[config.mk]
export PLATFORM = sky130hd
export DESIGN_NAME = rom_stream_reader
export DESIGN_NICKNAME = d
export VERILOG_FILES = /design/src/rtl/rom_stream_reader.sv
export SDC_FILE = /design/constraint.sdc
export NUM_CORES = 1
export LEC_CHECK = 0
export CAP_MARGIN = 20
export CELL_PAD_IN_SITES_DETAIL_PLACEMENT = 0
export CELL_PAD_IN_SITES_GLOBAL_PLACEMENT = 1
export CORE_MARGIN = 3
export CORE_UTILIZATION = 39
export CTS_CLUSTER_SIZE = 12
export DETAILED_ROUTE_END_ITERATION = 8
export HOLD_SLACK_MARGIN = 0.06
export PLACE_DENSITY_LB_ADDON = 0.1
export SLEW_MARGIN = 20
export SYNTH_ARGS = -nofsm -noshare
export SYNTH_HDL_FRONTEND = slang
export SYNTH_SLANG_ARGS = --single-unit
[constraint.sdc]
create_clock -name clk -period 1.9 [get_ports clk]
set_clock_uncertainty 0.05 [all_clocks]
set_input_delay 0.19 -clock clk [delete_from_list [all_inputs] [get_ports clk]]
set_output_delay 0.19 -clock clk [all_outputs]
set_load 0.03 [all_outputs]
[src/rtl/rom_stream_reader.sv]
// rom_stream_reader: streams a run of consecutive words out of a synchronous
// block ROM onto a valid/ready interface with a last flag. The ROM's one-cycle
// read latency is absorbed by a single in-flight stage feeding a 3-entry FIFO.
// The issue decision depends only on registered state, so there is no
// combinational path from m_ready back to the ROM address.
module rom_stream_reader #(
    parameter int DATA_WIDTH    = 8,
    parameter int ADDRESS_WIDTH = 3
) (
    input  logic                     clk,
    input  logic                     rst,
    input  logic                     start,
    input  logic [ADDRESS_WIDTH-1:0] start_addr,
    input  logic [ADDRESS_WIDTH:0]   count,
    output logic [ADDRESS_WIDTH-1:0] rom_addr,
    input  logic [DATA_WIDTH-1:0]    rom_data,
    output logic [DATA_WIDTH-1:0]    m_data,
    output logic                     m_valid,
    input  logic                     m_ready,
    output logic                     m_last,
    output logic                     busy,
    output logic                     done
);

    localparam int FIFO_DEPTH = 3;

    typedef enum logic [1:0] {
        IDLE  = 2'd0,
        RUN   = 2'd1,
        DRAIN = 2'd2
    } state_t;

    state_t                 state;
    logic [ADDRESS_WIDTH:0] remaining;

    // Read in flight: the ROM sampled rom_addr at the last edge and its word
    // is on rom_data during this cycle.
    logic                   rd_vld_p1;
    logic                   rd_last_p1;

    logic [DATA_WIDTH-1:0]  fifo_data [FIFO_DEPTH];
    logic [FIFO_DEPTH-1:0]  fifo_last;
    logic [1:0]             rd_ptr;
    logic [1:0]             wr_ptr;
    logic [1:0]             occupancy;

    logic                   issue;
    logic                   push;
    logic                   pop;

    // Wrap a FIFO pointer over the three entries.
    function automatic logic [1:0] next_ptr(input logic [1:0] p);
        return (p == 2'd2) ? 2'd0 : p + 2'd1;
    endfunction

    // Issue only while the FIFO plus the in-flight word leave room for one more.
    always_comb begin
        issue = (state == RUN) && (remaining != '0) &&
                (({1'b0, occupancy} + {2'b00, rd_vld_p1}) < 3'd3);
        push  = rd_vld_p1;
        pop   = m_valid && m_ready;
    end

    // FIFO head drives the stream outputs directly.
    always_comb begin
        m_valid = (occupancy != 2'd0);
        m_data  = fifo_data[rd_ptr];
        m_last  = fifo_last[rd_ptr];
    end

    // Run control: address generation, word countdown, busy/done.
    always_ff @(posedge clk or posedge rst) begin
        if (rst) begin
            state      <= IDLE;
            rom_addr   <= '0;
            remaining  <= '0;
            rd_vld_p1  <= 1'b0;
            rd_last_p1 <= 1'b0;
            busy       <= 1'b0;
            done       <= 1'b0;
        end else begin
            done      <= 1'b0;
            rd_vld_p1 <= issue;
            if (issue) begin
                rom_addr   <= rom_addr + 1'b1;
                remaining  <= remaining - 1'b1;
                rd_last_p1 <= (remaining == {{ADDRESS_WIDTH{1'b0}}, 1'b1});
            end
            case (state)
                IDLE: begin
                    if (start) begin
                        if (count != '0) begin
                            rom_addr  <= start_addr;
                            remaining <= count;
                            busy      <= 1'b1;
                            state     <= RUN;
                        end else begin
                            done <= 1'b1;
                        end
                    end
                end
                RUN: begin
                    if (issue && (remaining == {{ADDRESS_WIDTH{1'b0}}, 1'b1})) begin
                        state <= DRAIN;
                    end
                end
                DRAIN: begin
                    // The last-flagged handshake implies FIFO and in-flight
                    // stage are both empty afterwards.
                    if (pop && m_last) begin
                        busy  <= 1'b0;
                        done  <= 1'b1;
                        state <= IDLE;
                    end
                end
                default: state <= IDLE;
            endcase
        end
    end

    // Capture FIFO: push the in-flight ROM word, pop on handshake.
    always_ff @(posedge clk or posedge rst) begin
        if (rst) begin
            rd_ptr    <= 2'd0;
            wr_ptr    <= 2'd0;
            occupancy <= 2'd0;
            fifo_last <= '0;
            for (int i = 0; i < FIFO_DEPTH; i++) begin
                fifo_data[i] <= '0;
            end
        end else begin
            if (push) begin
                fifo_data[wr_ptr] <= rom_data;
                fifo_last[wr_ptr] <= rd_last_p1;
                wr_ptr            <= next_ptr(wr_ptr);
            end
            if (pop) begin
                rd_ptr <= next_ptr(rd_ptr);
            end
            case ({push, pop})
                2'b10:   occupancy <= occupancy + 2'd1;
                2'b01:   occupancy <= occupancy - 2'd1;
                default: occupancy <= occupancy;
            endcase
        end
    end

endmodule

### After elaboration in Yosys (flattened, before gate mapping)

Index checks and enable logic that the tools add are counted.

* register bits: 46
* bits in read-only memories: 0
* latch bits: 0
* input port bits: 19
* logic and storage cells: 91
* output and inout bits: 15
* memories kept: 0
* bits in writable memories: 0

* add/sub/neg operators: 7
* $lt $le $gt $ge: 7
* bitwise gates (word level): 2
* mux-type cells: 35
* shifts and indexed selects: 0
* eq/ne operators: 11
* reductions and logical operators: 15
* multipliers: 0
* div/mod/pow operators: 0

Operators by type and width (number)
* $bwmux 24: 1
* $mux 8: 3
* $bmux 8 s2: 1
* $demux 8 s2: 1
* $mux 4: 4
* $mux 2: 6
* $mux 3: 4
* $eq 2x2->1 const B: 4
* $mux 1: 8
* $reduce_and 4->1: 2
* $reduce_bool 4->1: 2
* $logic_and 1x1->1: 7
* $add 2x1->2 const B: 3
* $ge 3x3->1 const B: 2
* $lt 2x3->1 const B: 2
* $ne 2x2->1 const B: 3
* $not 2->3: 2
* $pmux 2 s3: 1
* $reduce_bool 2->1: 3
* $eq 2x1->1 const B: 2
* $eq 4x1->1 const B: 1
* $pmux 1 s2: 2
* $pmux 2 s2: 1
* $sub 4x1->4 const B: 1
* 11 further kinds: 11

### Depth between registers and ports, before layout

* word-level depth: 7
* depth in mapped cells: 7
* depth with buffers taken out: 7

### Worst setup path before layout

No wires, ideal clock.

* path kind: reg2reg
* start: register occupancy[0]
* end: register remaining[2]
* setup slack: 0.098 ns
* arrival time: 1.626 ns
* required time: 1.724 ns
* path buffers: 0
* cell stages (with the launch flop): 7
* cell sequence: dfrtp_1 > ha_1 > ha_1 > nor3b_4 > and2_1 > nand2_1 > a311o_1

* cells in the longest elaborated chain, start to end: 7

RTL lines
* start: declaration: RTL line 45 `logic [1:0] occupancy;`
* start signal: assignment: RTL line 141 `2'b10: occupancy <= occupancy + 2'd1;`
* start signal: assignment: RTL line 142 `2'b01: occupancy <= occupancy - 2'd1;`
* start signal: assignment: RTL line 143 `default: occupancy <= occupancy;`
* $add 2x1->3 (*): RTL line 59 `(({1'b0, occupancy} + {2'b00, rd_vld_p1}) < 3'd3);`
* $lt 3x2->1 (*): RTL line 59
* $logic_and 1x1->1 (*): RTL line 58 `issue = (state == RUN) && (remaining != '0) &&`
* $mux 4 (*): RTL line 84 `if (issue) begin`
* $mux 4: RTL line 92 `if (count != '0) begin`
* $mux 4: RTL line 91 `if (start) begin`
* $mux 4 (*): RTL line 89 `case (state)`
* end signal: assignment: RTL line 86 `remaining <= remaining - 1'b1;`
* end signal: assignment: RTL line 94 `remaining <= count;`
* end: declaration: RTL line 34 `logic [ADDRESS_WIDTH:0] remaining;`

Every way passes the cells marked *; elsewhere a longest branch is shown, timed or not.
A chain may end at the register's enable or synchronous reset.

### Final worst setup path

Ends and elaborated chain as after synthesis.

==> out/metrics.cfg <==
[run_status]
outcome = finished clean

[routing]
avgRoutedWirePerCell_um = 14.64
drt-initial-drc-count = 34
wl_um = 4451
m1WireLength_um = 2156
route.met3.wl_um = 178
viasPerCell = 4.964
wl_met2_um = 2097
final_antenna_net_count = 0
vias = 1509
dr.pass1.iters = 4
drc_errors = 0
routed.top_layer = met4

[synthesis]
synth_top_family_by_area = multiplexers
synthCells = 181
synth_adder_area_share_pct = 3.388
synth-edff-count = 0
synth-seq-cells = 46
synth-simple-area-share_pct = 14.00
async_flop_share_pct = 100.0
synth_compound_area_share_pct = 6.832
syn_nets = 206
synth_mux_area_share_pct = 19.76
avgSynthCellArea_um2 = 12.24
ys.warnings.count = 0
synth_top_flop_cell = dfrtp_1
netlist_area_um2 = 2216
synth_xor_area_share_pct = 1.581
synth_cell_type_count = 38
ys_seq_area_share_pct = 51.95

[critical_path]
cp_cell_sequence = ha_2 > ha_2 > nand2_1 > and2_4 > and4b_1 > a311o_1
path_class = flop to flop
slowest_stage = dfrtp_1
critPathCaptureType = flop
crit_buf_inv = 0
critPathLaunch = occupancy[0]$_DFFE_PP0P_
arrival_ns = 1.98
r2r_start = occupancy[0]$_DFFE_PP0P_
slowest_delay_ns = 0.40
crit_family = simple AND/OR/NAND/NOR gates
crit_path_frequent_cell = ha_2
path_max_fanout = 4
required_ns = 2.03
critPathLaunchType = flop

[cts]
cts-buffers-inserted = 5
tritoncts = done
htreeDepth = 2
cts.sinks = 46
cts_buffer_depth = 2
insertion_delay_ns = 0.29
cts-root-buf = clkbuf_8
clkTransAtPathRegs_ns = 0.08

[global_routing]
antenna_found_initial = 0
grt.overflow.total = 0
track_usage_pct = 14.55
grt_max_degree = 47
first_global_vias = 1580
grt_pass1_wl_um = 7362

[placement]
hpwl_um = 3171
place_area_um2 = 2709
gp_congestion = 0.7497
port_buffers = 33
dp.cells = 293

[timing]
finalCritPeriodShare_pct = 97.42
timing.fmax_ghz = 0.5402
hold_slack_ns = 0.1879
setup_violations = 0
rsz0062_at_grt = true
slew_headroom_pct = 78.73
period_minus_slack_ns = 1.851
hold_violations = 0
worst_pin_slew_ns = 0.3180
slew_viol_final = 0

[hold_path]
hp-class = primary input to async pin

[die]
die_x_um = 81.38
die_y_um = 81.38
fp-row-count = 26
die_area_um2 = 6622
core_um2 = 5303
io_pins = 34
start_util_pct = 41.79

[pwr]
seqPwrFrac_pct = 33.1
p_total_w = 0.005486
switching_power_w = 0.002099
p_per_area_nw_per_um2 = 1905
p_clk_share_pct = 13.2
combPwrFrac_pct = 53.6
leakagePower_nw = 1.316
intPower_w = 0.003387
switching_share_pct = 38.26
peakVddDrop_v = 0.0007563

[cells_and_area]
final_cell_mix = dfrtp_1 (45), buf_4 (24), clkdlybuf4s50_1 (23)
fin_nets = 259
design_area_um2 = 2879
antennaDiodeCount = 0
layout_commonest_cell = dfrtp_1
syn_to_final_growth_pct = 29.93
drive_gt1_share_pct = 32.48
stdcell_count = 304

[flow_run]
maxCapViolations = 0

-- tightest hold or removal path: stages --
cell and delay [ns]:
clkdlybuf4s50_1 0.40, clkinv_1 0.08, buf_12 0.24
-- layer usage --
layer | GRT usage (%) | vias up
met5 | 0 | -
met4 | 4.054 | 0
met3 | 3.437 | 2
met2 | 21.74 | 29
met1 | 20.98 | 736
li1 | - | 742
-- synthesized netlist by cell type, types with 3 or more instances --
cell	number	area, um2
inv_1	6	22.52
nand3_1	7	35.03
and2_1	3	18.77
mux2i_1	10	100.1
mux2_2	18	202.7
o211ai_1	3	22.52
dfrtp_1	46	1151
a21o_1	4	30.03
o21ai_0	12	60.06
nand2_1	23	86.33
mux2_4	9	135.1
ha_1	6	75.07
-- final cells by class --
type | instances | area, um2
Clock buffer | 6 | 82.58
Inverter | 8 | 30.03
Multi-Input combinational cell | 123 | 1037
Tap cell | 70 | 87.58
Timing Repair Buffer | 50 | 459.2
Fill cell | 440 | 2424
Clock inverter | 1 | 30.03
Sequential cell | 46 | 1152
-- flip-flops by register name, indices dropped and copies added (netlist names) --
name / cells
state: 2
fifo_data: 24
fifo_last: 3
push: 1
occupancy: 2
done: 1
remaining: 4
busy: 1
rom_addr: 3
rd_ptr: 2
wr_ptr: 2
rd_last_p1: 1
-- repair_timing --
item / in CTS / in global routing
hold buffers: 0 / 0
buffers inserted: 0 / 4
pin swaps: 0 / 3
setup endpoints to repair: 2 / 4
resized for setup: 2 / 7
-- through the flow --
stage | TNS (ns) | worst slack [ns] | utilization [%]
finish | 0 | 0.04895 | 54.29
global route | -0.01764 | -0.01086 | 54.29
CTS | 0 | 0.002789 | 53.35
detailed placement | 0 | 0.008683 | 51.09
global placement | 0 | 0.08029 | 51.09
floorplan | 0 | 0.09767 | -
-- kinds of logic (layout without fill, tap and decap cells) --
logic type,after synthesis,in the layout
XOR/XNOR,4,4
multiplexers,37,37
flip-flops,46,46
AND/OR/NAND/NOR,52,52
adder cells (fa/ha/maj),6,6
buffers and inverters,12,65
AO/OA/AOI/OAI,24,24
-- power groups by stage --
stage	clock network, W	logic (W)	registers [W]
finish	0.000727	0.00294	0.00182
global route	0.000794	0.00319	0.00187
CTS	0.000750	0.00282	0.00181
detailed placement	0	0.00278	0.00182
global placement	0	0.00276	0.00179
floorplan	0	0.00189	0.00178
-- worst paths after layout --
path	endpoint	slack, ns	depth (start not counted)
hold / removal	occupancy[0]$_DFFE_PP0P_	0.19	3
max in group asynchronous	rd_ptr[0]$_DFFE_PP0P_	1.37	3
hold reg to reg	fifo_data[22]$_DFFE_PP0P_	0.46	1
setup reg to reg	remaining[2]$_DFF_PP0_	0.05	6
min in group clk	rom_addr[2]$_DFF_PP0_	0.42	3
setup / recovery	remaining[2]$_DFF_PP0_	0.05	6
Note: power is estimated with default switching activity, not from simulation.
